**src/rtl/light_pkg.sv**
```systemverilog
// Shared light codes, phase encoding and sensor/direction indices for the
// intersection light scheduler.
package light_pkg;

   typedef logic [2:0] light_t;

   localparam light_t LightStop    = 3'b000;
   localparam light_t LightForward = 3'b001;
   localparam light_t LightLeft    = 3'b010;
   localparam light_t LightRight   = 3'b011;
   localparam light_t LightGo      = 3'b100;

   typedef enum logic [1:0] {
      PhIdle  = 2'd0,
      PhGreen = 2'd1,
      PhClear = 2'd2
   } phase_e;

   // Direction index order used by req/pending vectors and the arbiter.
   localparam logic [1:0] DirN = 2'd0;
   localparam logic [1:0] DirE = 2'd1;
   localparam logic [1:0] DirS = 2'd2;
   localparam logic [1:0] DirW = 2'd3;

   localparam int unsigned SensS = 4;
   localparam int unsigned SensE = 5;
   localparam int unsigned SensN = 6;
   localparam int unsigned SensW = 7;

endpackage

```
**src/rtl/light_sched_if.sv**
```systemverilog
// Sensor bus in, four light outputs plus phase/grant status out.
interface light_sched_if;
   import light_pkg::*;

   logic [7:0]  sensor_light;
   logic [31:0] general_sensors;
   light_t      outN;
   light_t      outS;
   light_t      outE;
   light_t      outW;
   logic [1:0]  phase;
   logic [1:0]  active_dir;

   modport master (
      output sensor_light, general_sensors,
      input  outN, outS, outE, outW, phase, active_dir
   );

   modport slave (
      input  sensor_light, general_sensors,
      output outN, outS, outE, outW, phase, active_dir
   );

endinterface

```
**src/rtl/rr_arb4.sv**
```systemverilog
// Four-way round-robin pick: first requester at or after ptr, cyclically.
module rr_arb4 (
   input  logic [3:0] req,
   input  logic [1:0] ptr,
   output logic [3:0] gnt,
   output logic       valid,
   output logic [1:0] idx
);

   logic [1:0] cand;

   always_comb begin
      valid = 1'b0;
      idx   = 2'd0;
      cand  = 2'd0;
      for (int i = 0; i < 4; i++) begin
         cand = ptr + i[1:0];
         if (!valid && req[cand]) begin
            valid = 1'b1;
            idx   = cand;
         end
      end
      gnt = valid ? (4'b0001 << idx) : 4'b0000;
   end

endmodule

```
**src/rtl/light_sched.sv**
```systemverilog
// Per-intersection light scheduler: latches approach requests and grants one
// direction at a time round-robin, with min/max green and all-Stop clearance.
module light_sched
   import light_pkg::*;
#(
   parameter int unsigned MIN_GREEN    = 4,
   parameter int unsigned MAX_GREEN    = 16,
   parameter int unsigned CLEAR_CYCLES = 2,
   parameter int unsigned CNT_W        = 8,
   parameter bit          IDLE_GO      = 1'b1
) (
   input logic          clk,
   input logic          rst,
   light_sched_if.slave bus
);

   localparam logic [CNT_W-1:0] MinLast = CNT_W'(MIN_GREEN - 1);
   localparam logic [CNT_W-1:0] MaxLast = CNT_W'(MAX_GREEN - 1);
   localparam logic [CNT_W-1:0] ClrLast = CNT_W'(CLEAR_CYCLES - 1);
   localparam logic [CNT_W-1:0] CntMax  = '1;

   phase_e            state_q, state_d;
   logic [1:0]        dir_q, dir_d;
   logic [1:0]        rr_ptr_q, rr_ptr_d;
   logic [3:0]        req_q, req_d;
   logic [CNT_W-1:0]  cnt_q, cnt_d;
   logic [3:0][2:0]   lights_q, lights_d;
   logic [1:0]        active_dir_q, active_dir_d;

   logic [3:0] approach, pending, others, gnt_oh;
   logic       centre_clear, arb_valid, grant;
   logic [1:0] arb_idx;
   logic       unused_general;

   assign approach = {bus.sensor_light[SensW], bus.sensor_light[SensS],
                      bus.sensor_light[SensE], bus.sensor_light[SensN]};
   assign centre_clear   = (bus.sensor_light[3:0] == 4'b0000);
   assign pending        = req_q | approach;
   assign others         = pending & ~(4'b0001 << dir_q);
   assign unused_general = ^bus.general_sensors;

   rr_arb4 u_arb (
      .req   (pending),
      .ptr   (rr_ptr_q),
      .gnt   (gnt_oh),
      .valid (arb_valid),
      .idx   (arb_idx)
   );

   always_comb begin
      state_d  = state_q;
      dir_d    = dir_q;
      rr_ptr_d = rr_ptr_q;
      grant    = 1'b0;
      unique case (state_q)
         PhIdle: begin
            if (IDLE_GO) begin
               if (|pending) state_d = PhClear;
            end else if (|pending && centre_clear) begin
               grant = arb_valid;
            end
         end
         PhGreen: begin
            if ((cnt_q >= MinLast && !approach[dir_q]) || (cnt_q >= MaxLast && |others)) begin
               state_d = PhClear;
            end
         end
         PhClear: begin
            if (cnt_q >= ClrLast && centre_clear) begin
               if (|pending) grant = arb_valid;
               else          state_d = PhIdle;
            end
         end
         default: state_d = PhIdle;
      endcase

      if (grant) begin
         state_d  = PhGreen;
         dir_d    = arb_idx;
         rr_ptr_d = arb_idx + 2'd1;
      end

      if (state_d != state_q) cnt_d = '0;
      else if (cnt_q == CntMax) cnt_d = cnt_q;
      else cnt_d = cnt_q + 1'b1;

      // The granted direction drops its latch; the green one never re-latches.
      for (int d = 0; d < 4; d++) begin
         req_d[d] = (req_q[d] | (approach[d] & !(state_q == PhGreen && dir_q == d[1:0])))
                    & !(grant && gnt_oh[d]);
      end

      for (int d = 0; d < 4; d++) begin
         unique case (state_d)
            PhGreen: lights_d[d] = (dir_d == d[1:0]) ? LightGo : LightStop;
            PhIdle:  lights_d[d] = IDLE_GO ? LightGo : LightStop;
            default: lights_d[d] = LightStop;
         endcase
      end
      active_dir_d = (state_d == PhGreen) ? dir_d : 2'd0;
   end

   always_ff @(posedge clk) begin
      if (rst) begin
         state_q      <= PhIdle;
         dir_q        <= DirN;
         rr_ptr_q     <= DirN;
         req_q        <= '0;
         cnt_q        <= '0;
         lights_q     <= '0;
         active_dir_q <= 2'd0;
      end else begin
         state_q      <= state_d;
         dir_q        <= dir_d;
         rr_ptr_q     <= rr_ptr_d;
         req_q        <= req_d;
         cnt_q        <= cnt_d;
         lights_q     <= lights_d;
         active_dir_q <= active_dir_d;
      end
   end

   assign bus.outN       = lights_q[DirN];
   assign bus.outE       = lights_q[DirE];
   assign bus.outS       = lights_q[DirS];
   assign bus.outW       = lights_q[DirW];
   assign bus.phase      = state_q;
   assign bus.active_dir = active_dir_q;

endmodule

```
**src/flat_wrapper.sv**
```systemverilog
// flat-port wrapper written by rule: the top's interface ports become plain ports
module light_sched_flat import light_pkg::*;
#(
   parameter int unsigned MIN_GREEN    = 4,
   parameter int unsigned MAX_GREEN    = 16,
   parameter int unsigned CLEAR_CYCLES = 2,
   parameter int unsigned CNT_W        = 8,
   parameter bit          IDLE_GO      = 1'b1
)
  (clk, rst, bus_sensor_light, bus_general_sensors, bus_outN, bus_outS, bus_outE, bus_outW, bus_phase, bus_active_dir);
  light_sched_if bus_i ();
  input logic clk;
  input logic rst;
  input wire logic [$bits(bus_i.sensor_light)-1:0] bus_sensor_light;
  input wire logic [$bits(bus_i.general_sensors)-1:0] bus_general_sensors;
  output wire logic [$bits(bus_i.outN)-1:0] bus_outN;
  output wire logic [$bits(bus_i.outS)-1:0] bus_outS;
  output wire logic [$bits(bus_i.outE)-1:0] bus_outE;
  output wire logic [$bits(bus_i.outW)-1:0] bus_outW;
  output wire logic [$bits(bus_i.phase)-1:0] bus_phase;
  output wire logic [$bits(bus_i.active_dir)-1:0] bus_active_dir;
  assign bus_i.sensor_light = bus_sensor_light;
  assign bus_i.general_sensors = bus_general_sensors;
  assign bus_outN = bus_i.outN;
  assign bus_outS = bus_i.outS;
  assign bus_outE = bus_i.outE;
  assign bus_outW = bus_i.outW;
  assign bus_phase = bus_i.phase;
  assign bus_active_dir = bus_i.active_dir;
  light_sched #(.MIN_GREEN(MIN_GREEN), .MAX_GREEN(MAX_GREEN), .CLEAR_CYCLES(CLEAR_CYCLES), .CNT_W(CNT_W), .IDLE_GO(IDLE_GO)) u_core (.clk(clk), .rst(rst), .bus(bus_i));
endmodule
```
**config.mk**
```make
export PLATFORM = sky130hd
export DESIGN_NAME = light_sched_flat
export DESIGN_NICKNAME = d
export VERILOG_FILES = /design/src/rtl/light_pkg.sv /design/src/rtl/light_sched_if.sv /design/src/rtl/rr_arb4.sv /design/src/rtl/light_sched.sv /design/src/flat_wrapper.sv
export SDC_FILE = /design/constraint.sdc
export NUM_CORES = 1
export LEC_CHECK = 0
export ABC_CLOCK_PERIOD_IN_PS = 4300
export CORE_ASPECT_RATIO = 0.75
export CORE_UTILIZATION = 45
export DETAILED_ROUTE_END_ITERATION = 7
export GPL_ROUTABILITY_DRIVEN = 0
export GPL_TIMING_DRIVEN = 0
export PLACE_DENSITY = 0.82
export SETUP_SLACK_MARGIN = 0.05
export SLEW_MARGIN = 20
export SYNTH_ARGS = -nofsm -noshare
export SYNTH_HDL_FRONTEND = slang
export SYNTH_SLANG_ARGS = --single-unit
export TNS_END_PERCENT = 30
```
**constraint.sdc**
```tcl
create_clock -name clk -period 4.3 [get_ports clk]
set_clock_uncertainty 0.15 [all_clocks]
set_input_delay 0.86 -clock clk [delete_from_list [all_inputs] [get_ports clk]]
set_output_delay 0.86 -clock clk [all_outputs]
set_load 0.005 [all_outputs]
```
# Word level (Yosys, flattened, before mapping)

Cells that the tools add are included.

Register bits: 32
Input bits: 42
Output and inout bits: 16
Word-level logic and storage cells: 125

$add $sub $neg: 5
Magnitude comparators: 8
Equal/unequal tests: 11
Shift-type cells: 2
Muxes and demuxes: 37
Bitwise operators: 16
Reductions and logical operators: 36

Operators with widths:

| operator            | count |
|---|---|
| $pmux 3 s2          | 4 |
| $mux 2              | 10 |
| $lt 2x3->1 const B  | 5 |
| $logic_and 1x1->1   | 14 |
| $logic_not 1->1     | 12 |
| $mux 1              | 12 |
| $mux 3              | 4 |
| $bmux 1 s2          | 5 |
| $eq 2x2->1 const B  | 5 |
| $add 8x1->8 const B | 1 |
| $and 1x1->1         | 8 |
| $eq 2x1->1 const B  | 4 |
| $eq 8x8->1 const B  | 1 |
| $ge 8x1->1 const B  | 1 |
| $ge 8x2->1 const B  | 1 |
| $ge 8x4->1 const B  | 1 |
| $logic_not 2->1     | 4 |
| $reduce_or 4->1     | 2 |
| $shl 1x2->4 const A | 2 |
| $pmux 2 s3          | 1 |
| $add 2x1->2 const B | 2 |
| $add 2x2->2 const B | 2 |
| $and 4x4->4         | 1 |
| $logic_not 4->1     | 1 |
| other kinds (8)     | 12 |

# Logic depth before layout (Yosys ltp)

Gate-level depths: netlist (run 1).

Depth after elaboration: 20
Gate-level depth with buffers: 9
Mapped depth without buffers: 8

# Cells and area by module

Synthesis (run 1) repeated with hierarchy kept, for this count alone.

Cells, all modules: 182
Area, all modules: 1456.4 µm²

By module, submodules not included:

| module      | instances | cells an instance | area an instance (µm²) | sequential area each (µm²) |
|---|---|---|---|---|
| light_sched | 1         | 150               | 1273.7                 | 480.5 |
| rr_arb4     | 1         | 32                | 182.7                  | 0.0 |

# Worst setup path after synthesis (run 1)

OpenSTA, ideal clock, no wires.

Kind: input-to-reg
Start: input bus_sensor_light[1]
End: register u_core.lights_q (netlist bit u_core.bus.outN[2])
Setup time: 0.101 ns
Data arrival time: 2.687 ns
Data required time: 4.049 ns
Slack: 1.362 ns
Stages on the path: 5
Buffers on the path: 0
Path through: or4_1 > a21o_1 > nor4b_2 > mux2_2 > o41ai_1

Cells in the longest elaborated chain, start to end: 8
Elaborated cells on any way between the ends: 13
Those cells by class: eq/ne (1); mux (8); reduce/logical (4)

Ends and longest elaborated chain:

| what                 | line               | source |
|---|---|---|
| start, declared      | flat_wrapper.sv:14 | `input wire logic [$bits(bus_i.sensor_light)-1:0] bus_sensor_light;` |
| $logic_not 4->1 *    | light_sched.sv:37  | `assign centre_clear = (bus.sensor_light[3:0] == 4'b0000);` |
| $logic_and 1x1->1 *  | light_sched.sv:69  | `if (cnt_q >= ClrLast && centre_clear) begin` |
| $mux 1               | light_sched.sv:69  |  |
| $mux 1               | -                  |  |
| $mux 2               | light_sched.sv:77  | `if (grant) begin` |
| $logic_not 2->1      | light_sched.sv:95  | `PhGreen: lights_d[d] = (dir_d == d[1:0]) ? LightGo : LightStop;` |
| $mux 3               | light_sched.sv:95  |  |
| $pmux 3 s2 *         | light_sched.sv:94  | `unique case (state_d)` |
| end signal, assigned | light_sched.sv:118 | `lights_q <= lights_d;` |
| end, declared        | light_sched.sv:27  | `logic [3:0][2:0] lights_q, lights_d;` |

Mark *: on every way between the ends. The rest lies on a longest branch, timed or not.
A chain may end at the register's enable or synchronous reset.

# Worst setup path after layout (run 1)

Start: input bus_sensor_light[1]
End: register u_core.lights_q (netlist bit u_core.bus.outE[2])

Cells in the longest elaborated chain, start to end: 8
Elaborated cells on any way between the ends: 13
Those cells by class: eq/ne (2); mux (8); reduce/logical (3)

Ends and longest elaborated chain:

| what                | line |
|---|---|
| $logic_not 4->1 *   | light_sched.sv:37 |
| $logic_and 1x1->1 * | light_sched.sv:69 |
| $mux 1              | light_sched.sv:69 |
| $mux 1              | - |
| $mux 2              | light_sched.sv:77 |
| $eq 2x1->1          | light_sched.sv:95 |
| $mux 3              | light_sched.sv:95 |
| $pmux 3 s2 *        | light_sched.sv:94 |

Marks and branches as above.

==> flow_metrics.env, run 1 <==
export IMPL_fmax_mhz=302
export IMPL_synth_edf_count=0
export IMPL_p_leak_nw=0.662
export IMPL_hold_viol_final=0
export IMPL_cts_hold_buf=0
export IMPL_h_tree_depth=1
export IMPL_layout_drive_gt1_share_pct=14.1
export IMPL_finalMaxSlewViolations=0
export IMPL_crit_path_start_kind="input port"
export IMPL_post_route_period_util_pct=77.0
export IMPL_nets=242
export IMPL_yosys_warnings=0
export IMPL_run_status="complete, no violations"
export IMPL_clkPwrFrac_pct=40.6
export IMPL_ctsResizeCount=0
export IMPL_p_sw_uw=110
export IMPL_critPathMaxFanout=8
export IMPL_drtPass1Iterations=4
export IMPL_min_from="u_core.req_q[3]$_SDFF_PP0_"
export IMPL_syn_inst=165
export IMPL_syn_area_per_cell_um2=8.37
export IMPL_seqPwrFrac_pct=47.5
export IMPL_grt_pass1_vias=1124
export IMPL_io_pins=58
export IMPL_grt_usage_pct=20.4
export IMPL_rows=17
export IMPL_synth_cell_area_um2=1380
export IMPL_start_util_pct=47.1
export IMPL_cts_buffers=3
export IMPL_wl_per_cell_um=12.9
export IMPL_worstMarginPinSlew_ns=0.749
export IMPL_syn_to_final_growth_pct=22.1
export IMPL_num_fill_cells=261
export IMPL_vias=1257
export IMPL_cts_tree="done"
export IMPL_finalWirelength_um=2970
export IMPL_synth_top_cell_by_area="dfxtp_1"
export IMPL_first_iter_violations=63
export IMPL_antenna_left=0
export IMPL_synth_seq_cells=24
export IMPL_finalSetupTns_ns=0
export IMPL_dpl_hpwl_um=2230
export IMPL_rsz0062_at_grt="false"
export IMPL_antenna_cells=0
export IMPL_grt_pass1_wl_um=5090
export IMPL_setup_violations=0
export IMPL_crit_type="in2reg"
export IMPL_power_uw=492
export IMPL_combPwrFrac_pct=11.9
export IMPL_via_per_inst=5.47
export IMPL_whs_path_depth=2
export IMPL_async_flop_share_pct=0
export IMPL_end_kind="register"
export IMPL_ys_seq_area_share_pct=34.8
export IMPL_synth_top_area_share_pct=34.8
export IMPL_synth_cell_type_count=44
export IMPL_synth_common_cells="dfxtp_1 (24), nor2_1 (19), a21oi_1 (17), nand2_1 (15)"
export IMPL_p_int_uw=382
export IMPL_drc_errors=0
export IMPL_cts_buffer_depth=2
export IMPL_clock_sinks=24
export IMPL_reg2regPathDepth=7
export IMPL_arrival_ns=3.33
export IMPL_die_h_um=50.0
export IMPL_vdd_ir_drop_max_mv=0.246
export IMPL_cp_data_required_time_ns=4.32
export IMPL_overflow=0
export IMPL_slew_headroom_pct=50.0
export IMPL_synth_area_top_cells="dfxtp_1 (35%), ha_1 (6.3%), a21oi_1 (6.2%)"
export IMPL_fin_crit_ns=3.31
export IMPL_clk_latency_ns=0.27
export IMPL_p_sw_share_pct=22.3
export IMPL_cts_root_buf="clkbuf_8"
export IMPL_grt_max_degree=15
export IMPL_clk_pin_slew_ns=0.09
export IMPL_final_area_um2=1690
export IMPL_die_x_um=66.0
export IMPL_dieArea_um2=3300
export IMPL_cp_startpoint="bus_sensor_light[1]"
export IMPL_yosysMostFrequentCell="dfxtp_1"
export IMPL_synth_ff_type="dfxtp_1"
export IMPL_dpl_cell_area_um2=1620
export IMPL_core_area_um2=2940
export IMPL_max_cap_violations=0
export IMPL_postCtsSetupBuffers=0
export IMPL_r2r_start="u_core.cnt_q[0]$_SDFFE_PP0P_"
export IMPL_min_path_type="reg2reg"
export IMPL_antenna_found_initial=0
export IMPL_portBuffers=16
export IMPL_power_density_nw_per_um2=292
-- flip-flops by register name, indices dropped and copies added (netlist names) --
name	cells
u_core.req_q	4
u_core.dir_q	2
u_core.bus.active_dir	2
u_core.bus.outS	1
u_core.bus.outN	1
u_core.bus.outE	1
u_core.bus.outW	1
u_core.rr_ptr_q	2
u_core.cnt_q	8
u_core.bus.phase	2
-- through the flow --
step | hold slack, ns | setup slack (ns) | instances | util [%]
finish | 0.393 | 0.987 | 230 | 57.5
global placement | 0.373 | 0.707 | 226 | 55.0
floorplan | 0.340 | 1.36 | 172 | -
global route | 0.406 | 0.877 | 230 | 57.5
detailed placement | 0.384 | 0.703 | 226 | 55.0
CTS | 0.397 | 0.992 | 230 | 57.5
-- worst max-delay path, cell delays in order --
cell             delay, ns
clkdlybuf4s50_1       0.39
or4_1                 0.53
a21o_1                0.22
nor4b_2               0.65
mux2_2                0.43
o41ai_1               0.26
-- final cells by class --
cell class              instances  area (µm²)  area share [%]
inverters                       6        22.5            1.34
flip-flops and latches         24         480            28.5
well taps                      38        47.5            2.82
clock inverters                 1        30.0            1.78
multi-input cells             129         817            48.4
clock buffers                   3        41.3            2.45
repair buffers                 16         160            9.50
plain buffers                  13        87.6            5.19
-- power groups by stage --
stage / Sequential (mW) / Combinational, mW / Clock (mW)
after global routing: 0.235 / 0.0658 / 0.211
after global placement: 0.239 / 0.0566 / 0
after floorplan: 0.238 / 0.0386 / 0
final: 0.234 / 0.0584 / 0.200
after detailed placement: 0.239 / 0.0577 / 0
after CTS: 0.234 / 0.0581 / 0.204
-- per-layer routing --
| metal | GRT usage (%) | routed length [µm] | vias to the layer above |
|---|---|---|---|
| met1 | 29.4 | 1530 | 586 |
| met5 | 0 | 0 | - |
| met2 | 30.3 | 1270 | 32 |
| met3 | 4.40 | 133 | 4 |
| met4 | 5.32 | 23 | 0 |
| li1 | - | - | 635 |
-- final timing paths --
kind | slack (ns) | to
min | 0.39 | u_core.req_q[3]$_SDFF_PP0_
max | 0.99 | u_core.bus.outE[2]$_SDFF_PP0_
min reg2reg | 0.39 | u_core.req_q[3]$_SDFF_PP0_
max reg2reg | 1.65 | u_core.bus.outE[2]$_SDFF_PP0_
-- cells by family (layout without fill, tap and decap cells) --
family / count (synthesis) / in the layout / share of synthesized area (%)
DFF: 24 / 24 / 34.8
xor gates and xnor gates: 2 / 2 / 1.27
other: 1 / 8 / 0.271
adders and majority gates: 7 / 7 / 6.34
muxes: 4 / 4 / 3.89
AOI/OAI and AO/OA: 40 / 40 / 19.4
buffers and inverters: 19 / 39 / 7.97
and+or+nand+nor: 68 / 68 / 26.1
-- cell usage in the layout, fill, tap and decap left out, types with 2 or more instances in the layout --
cell,n
clkdlybuf4s50_1,16
o41ai_1,4
a21oi_1,17
nor3_1,8
clkbuf_1,2
nand2b_1,3
or3_1,3
and3_1,2
dfxtp_1,24
nand3_1,3
buf_4,8
inv_1,6
o22ai_1,2
nor2_1,19
a21o_1,3
conb_1,8
clkbuf_8,3
or2_2,4
mux2i_1,2
ha_1,7
a211oi_1,8
nand2_1,15
Power figures use the tool's default switching activity.
==> run 2, diff against run 1 <==
--- a/config.mk
+++ b/config.mk
@@ -5,13 +5,13 @@
 export SDC_FILE = /design/constraint.sdc
 export NUM_CORES = 1
 export LEC_CHECK = 0
-export ABC_CLOCK_PERIOD_IN_PS = 4300
+export ABC_CLOCK_PERIOD_IN_PS = 3300
 export CORE_ASPECT_RATIO = 0.75
-export CORE_UTILIZATION = 45
+export CORE_UTILIZATION = 42
 export DETAILED_ROUTE_END_ITERATION = 7
 export GPL_ROUTABILITY_DRIVEN = 0
 export GPL_TIMING_DRIVEN = 0
-export PLACE_DENSITY = 0.82
+export PLACE_DENSITY = 0.77
 export SETUP_SLACK_MARGIN = 0.05
 export SLEW_MARGIN = 20
 export SYNTH_ARGS = -nofsm -noshare
==> constraint.sdc (replaced) <==
create_clock -name clk -period 3.3 [get_ports clk]
set_clock_uncertainty 0.15 [all_clocks]
set_input_delay 0.66 -clock clk [delete_from_list [all_inputs] [get_ports clk]]
set_output_delay 0.66 -clock clk [all_outputs]
set_load 0.005 [all_outputs]
==> run 2 against run 1 <==
Setup slack lost 0.69 ns; critical path depth grew 2; global-route usage shrank 0.53 points; first-iteration DRC count shrank 63%; sequential cell count is the same; largest cell class unchanged; final cell count is the same; sequential power grew 30%.
==> flow_metrics.env, run 2 (same netlist as run 1, synthesis figures left out) <==
export IMPL_run_status="complete, no violations"
export IMPL_antenna_found_initial=0
export IMPL_critPathMaxFanout=7
export IMPL_crit_type="in2reg"
export IMPL_cp_data_required_time_ns=3.33
export IMPL_num_fill_cells=282
export IMPL_crit_path_start_kind="input port"
export IMPL_hold_viol_final=0
export IMPL_dieArea_um2=3520
export IMPL_grt_usage_pct=19.8
export IMPL_clk_pin_slew_ns=0.09
export IMPL_cp_startpoint="bus_sensor_light[4]"
export IMPL_syn_to_final_growth_pct=22.7
export IMPL_holdPathEnd="u_core.req_q[3]$_SDFF_PP0_"
export IMPL_cts_buffer_depth=2
export IMPL_clk_latency_ns=0.28
export IMPL_setup_violations=0
export IMPL_worstPathCellList="clkdlybuf4s50_1 -> or2_2 -> nor4_2 -> or4b_4 -> buf_6 -> nor2_4 -> a21o_1 -> o41ai_1"
export IMPL_h_tree_depth=1
export IMPL_antenna_cells=0
export IMPL_regArea_um2=480
export IMPL_nets=242
export IMPL_vias=1269
export IMPL_power_density_nw_per_um2=380
export IMPL_min_from="u_core.req_q[3]$_SDFF_PP0_"
export IMPL_crit_slowest_cell="nor4_2"
export IMPL_postCtsSetupBuffers=0
export IMPL_layout_commonest_cell="dfxtp_1"
export IMPL_p_leak_nw=0.665
export IMPL_end_kind="register"
export IMPL_arrival_ns=3.04
export IMPL_final_area_um2=1700
export IMPL_drtPass1Iterations=4
export IMPL_fmax_mhz=333
export IMPL_die_h_um=51.7
export IMPL_start_util_pct=45.4
export IMPL_portBuffers=16
export IMPL_cts_buffers=3
export IMPL_whs_ns=0.390
export IMPL_rsz0062_at_grt="false"
export IMPL_core_area_um2=3040
export IMPL_io_pins=58
export IMPL_first_iter_violations=23
export IMPL_cts_root_buf="clkbuf_8"
export IMPL_slowest_delay_ns=0.63
export IMPL_r2r_slack_ns=0.76
export IMPL_whs_path_depth=2
export IMPL_cts_tree="done"
export IMPL_drc_errors=0
export IMPL_clock_sinks=24
export IMPL_cts_hold_buf=0
export IMPL_wl_per_cell_um=13.4
export IMPL_mostFrequentLayoutCells="dfxtp_1 (24), nor2_1 (19), a21oi_1 (17), clkdlybuf4s50_1 (16), nand2_1 (15)"
export IMPL_dpl_hpwl_um=2290
export IMPL_fin_crit_ns=3.01
export IMPL_regToRegEndpoint="u_core.bus.outE[2]$_SDFF_PP0_"
export IMPL_grt_max_degree=15
export IMPL_r2r_start="u_core.cnt_q[0]$_SDFFE_PP0P_"
export IMPL_finalWirelength_um=3080
export IMPL_vdd_ir_drop_max_mv=0.245
export IMPL_multi_input_area_um2=826
export IMPL_top_regs="u_core.cnt_q (8), u_core.req_q (4)"
export IMPL_layout_drive_gt1_share_pct=14.1
export IMPL_regMostFlops="u_core.cnt_q"
export IMPL_slew_headroom_pct=56.3
export IMPL_max_cap_violations=0
export IMPL_rows=17
export IMPL_grt_pass1_vias=1207
export IMPL_antenna_left=0
export IMPL_power_uw=645
export IMPL_dpl_cell_area_um2=1620
export IMPL_die_x_um=68.2
export IMPL_worstMarginPinSlew_ns=0.650
export IMPL_reg2regPathDepth=9
export IMPL_grt_pass1_wl_um=5170
export IMPL_overflow=0
export IMPL_post_route_period_util_pct=91.1
export IMPL_via_per_inst=5.52
export IMPL_largest_register_ffs=8
export IMPL_finalMaxSlewViolations=0
export IMPL_min_path_type="reg2reg"
run 2: final cells by class:
type,instances,share of cell area (%)
Clock buffer,3,2.44
Timing Repair Buffer,16,9.45
Multi-Input combinational cell,129,48.7
Clock inverter,1,1.77
Sequential cell,24,28.3
Inverter,6,1.33
Buffer,13,5.17
Tap cell,38,2.80
run 2: layer usage:
layer  track usage [%]  wire length, µm  vias to the layer above
li1                  -                -                      629
met1              22.6             1360                      600
met2              35.5             1530                       34
met3              4.82              143                        6
met4              6.94               46                        0
met5                 0                0                        -
run 2: how the worst max path moves through the flow:
stage / endpoint / cells after the start / slack [ns]
final: u_core.bus.outS[2]$_SDFF_PP0_ / 8 / 0.29
after global routing: u_core.bus.outN[2]$_SDFF_PP0_ / 8 / 0.16
after CTS: u_core.bus.outE[2]$_SDFF_PP0_ / 6 / 0.15
after detailed placement: u_core.bus.outE[2]$_SDFF_PP0_ / 6 / -0.12
after global placement: u_core.bus.outE[2]$_SDFF_PP0_ / 6 / -0.05
after floorplan: u_core.bus.outN[2]$_SDFF_PP0_ / 5 / 0.56
run 2: critical path, delay by kind of cell:
family | cells | cell delay (ns)
buffers and inverters | 2 | 0.59
AND/OR/NAND/NOR | 4 | 1.29
AO/OA/AOI/OAI | 2 | 0.50
run 2: power by group:
part | switching (mW) | internal (mW) | leakage (nW) | total, mW
combinational | 0.0374 | 0.0394 | 0.434 | 0.0768
sequential | 0.00734 | 0.297 | 0.195 | 0.304
clock | 0.101 | 0.163 | 0.0357 | 0.264
total | 0.146 | 0.499 | 0.665 | 0.645
run 2: timing repair:
action / CTS / global route
endpoints found under the hold margin: 0 / 0
endpoints found under the setup margin: 0 / 1
resized for setup: 0 / 1
run 2: per-stage QoR:
stage	std cells	worst slack [ns]	setup TNS, ns	utilization, %
detailed placement	226	-0.118	-0.170	53.1
CTS	230	0.155	0	55.5
floorplan	172	0.562	0	-
global route	230	0.164	0	55.7
global placement	226	-0.0516	-0.0847	53.1
finish	230	0.293	0	55.7
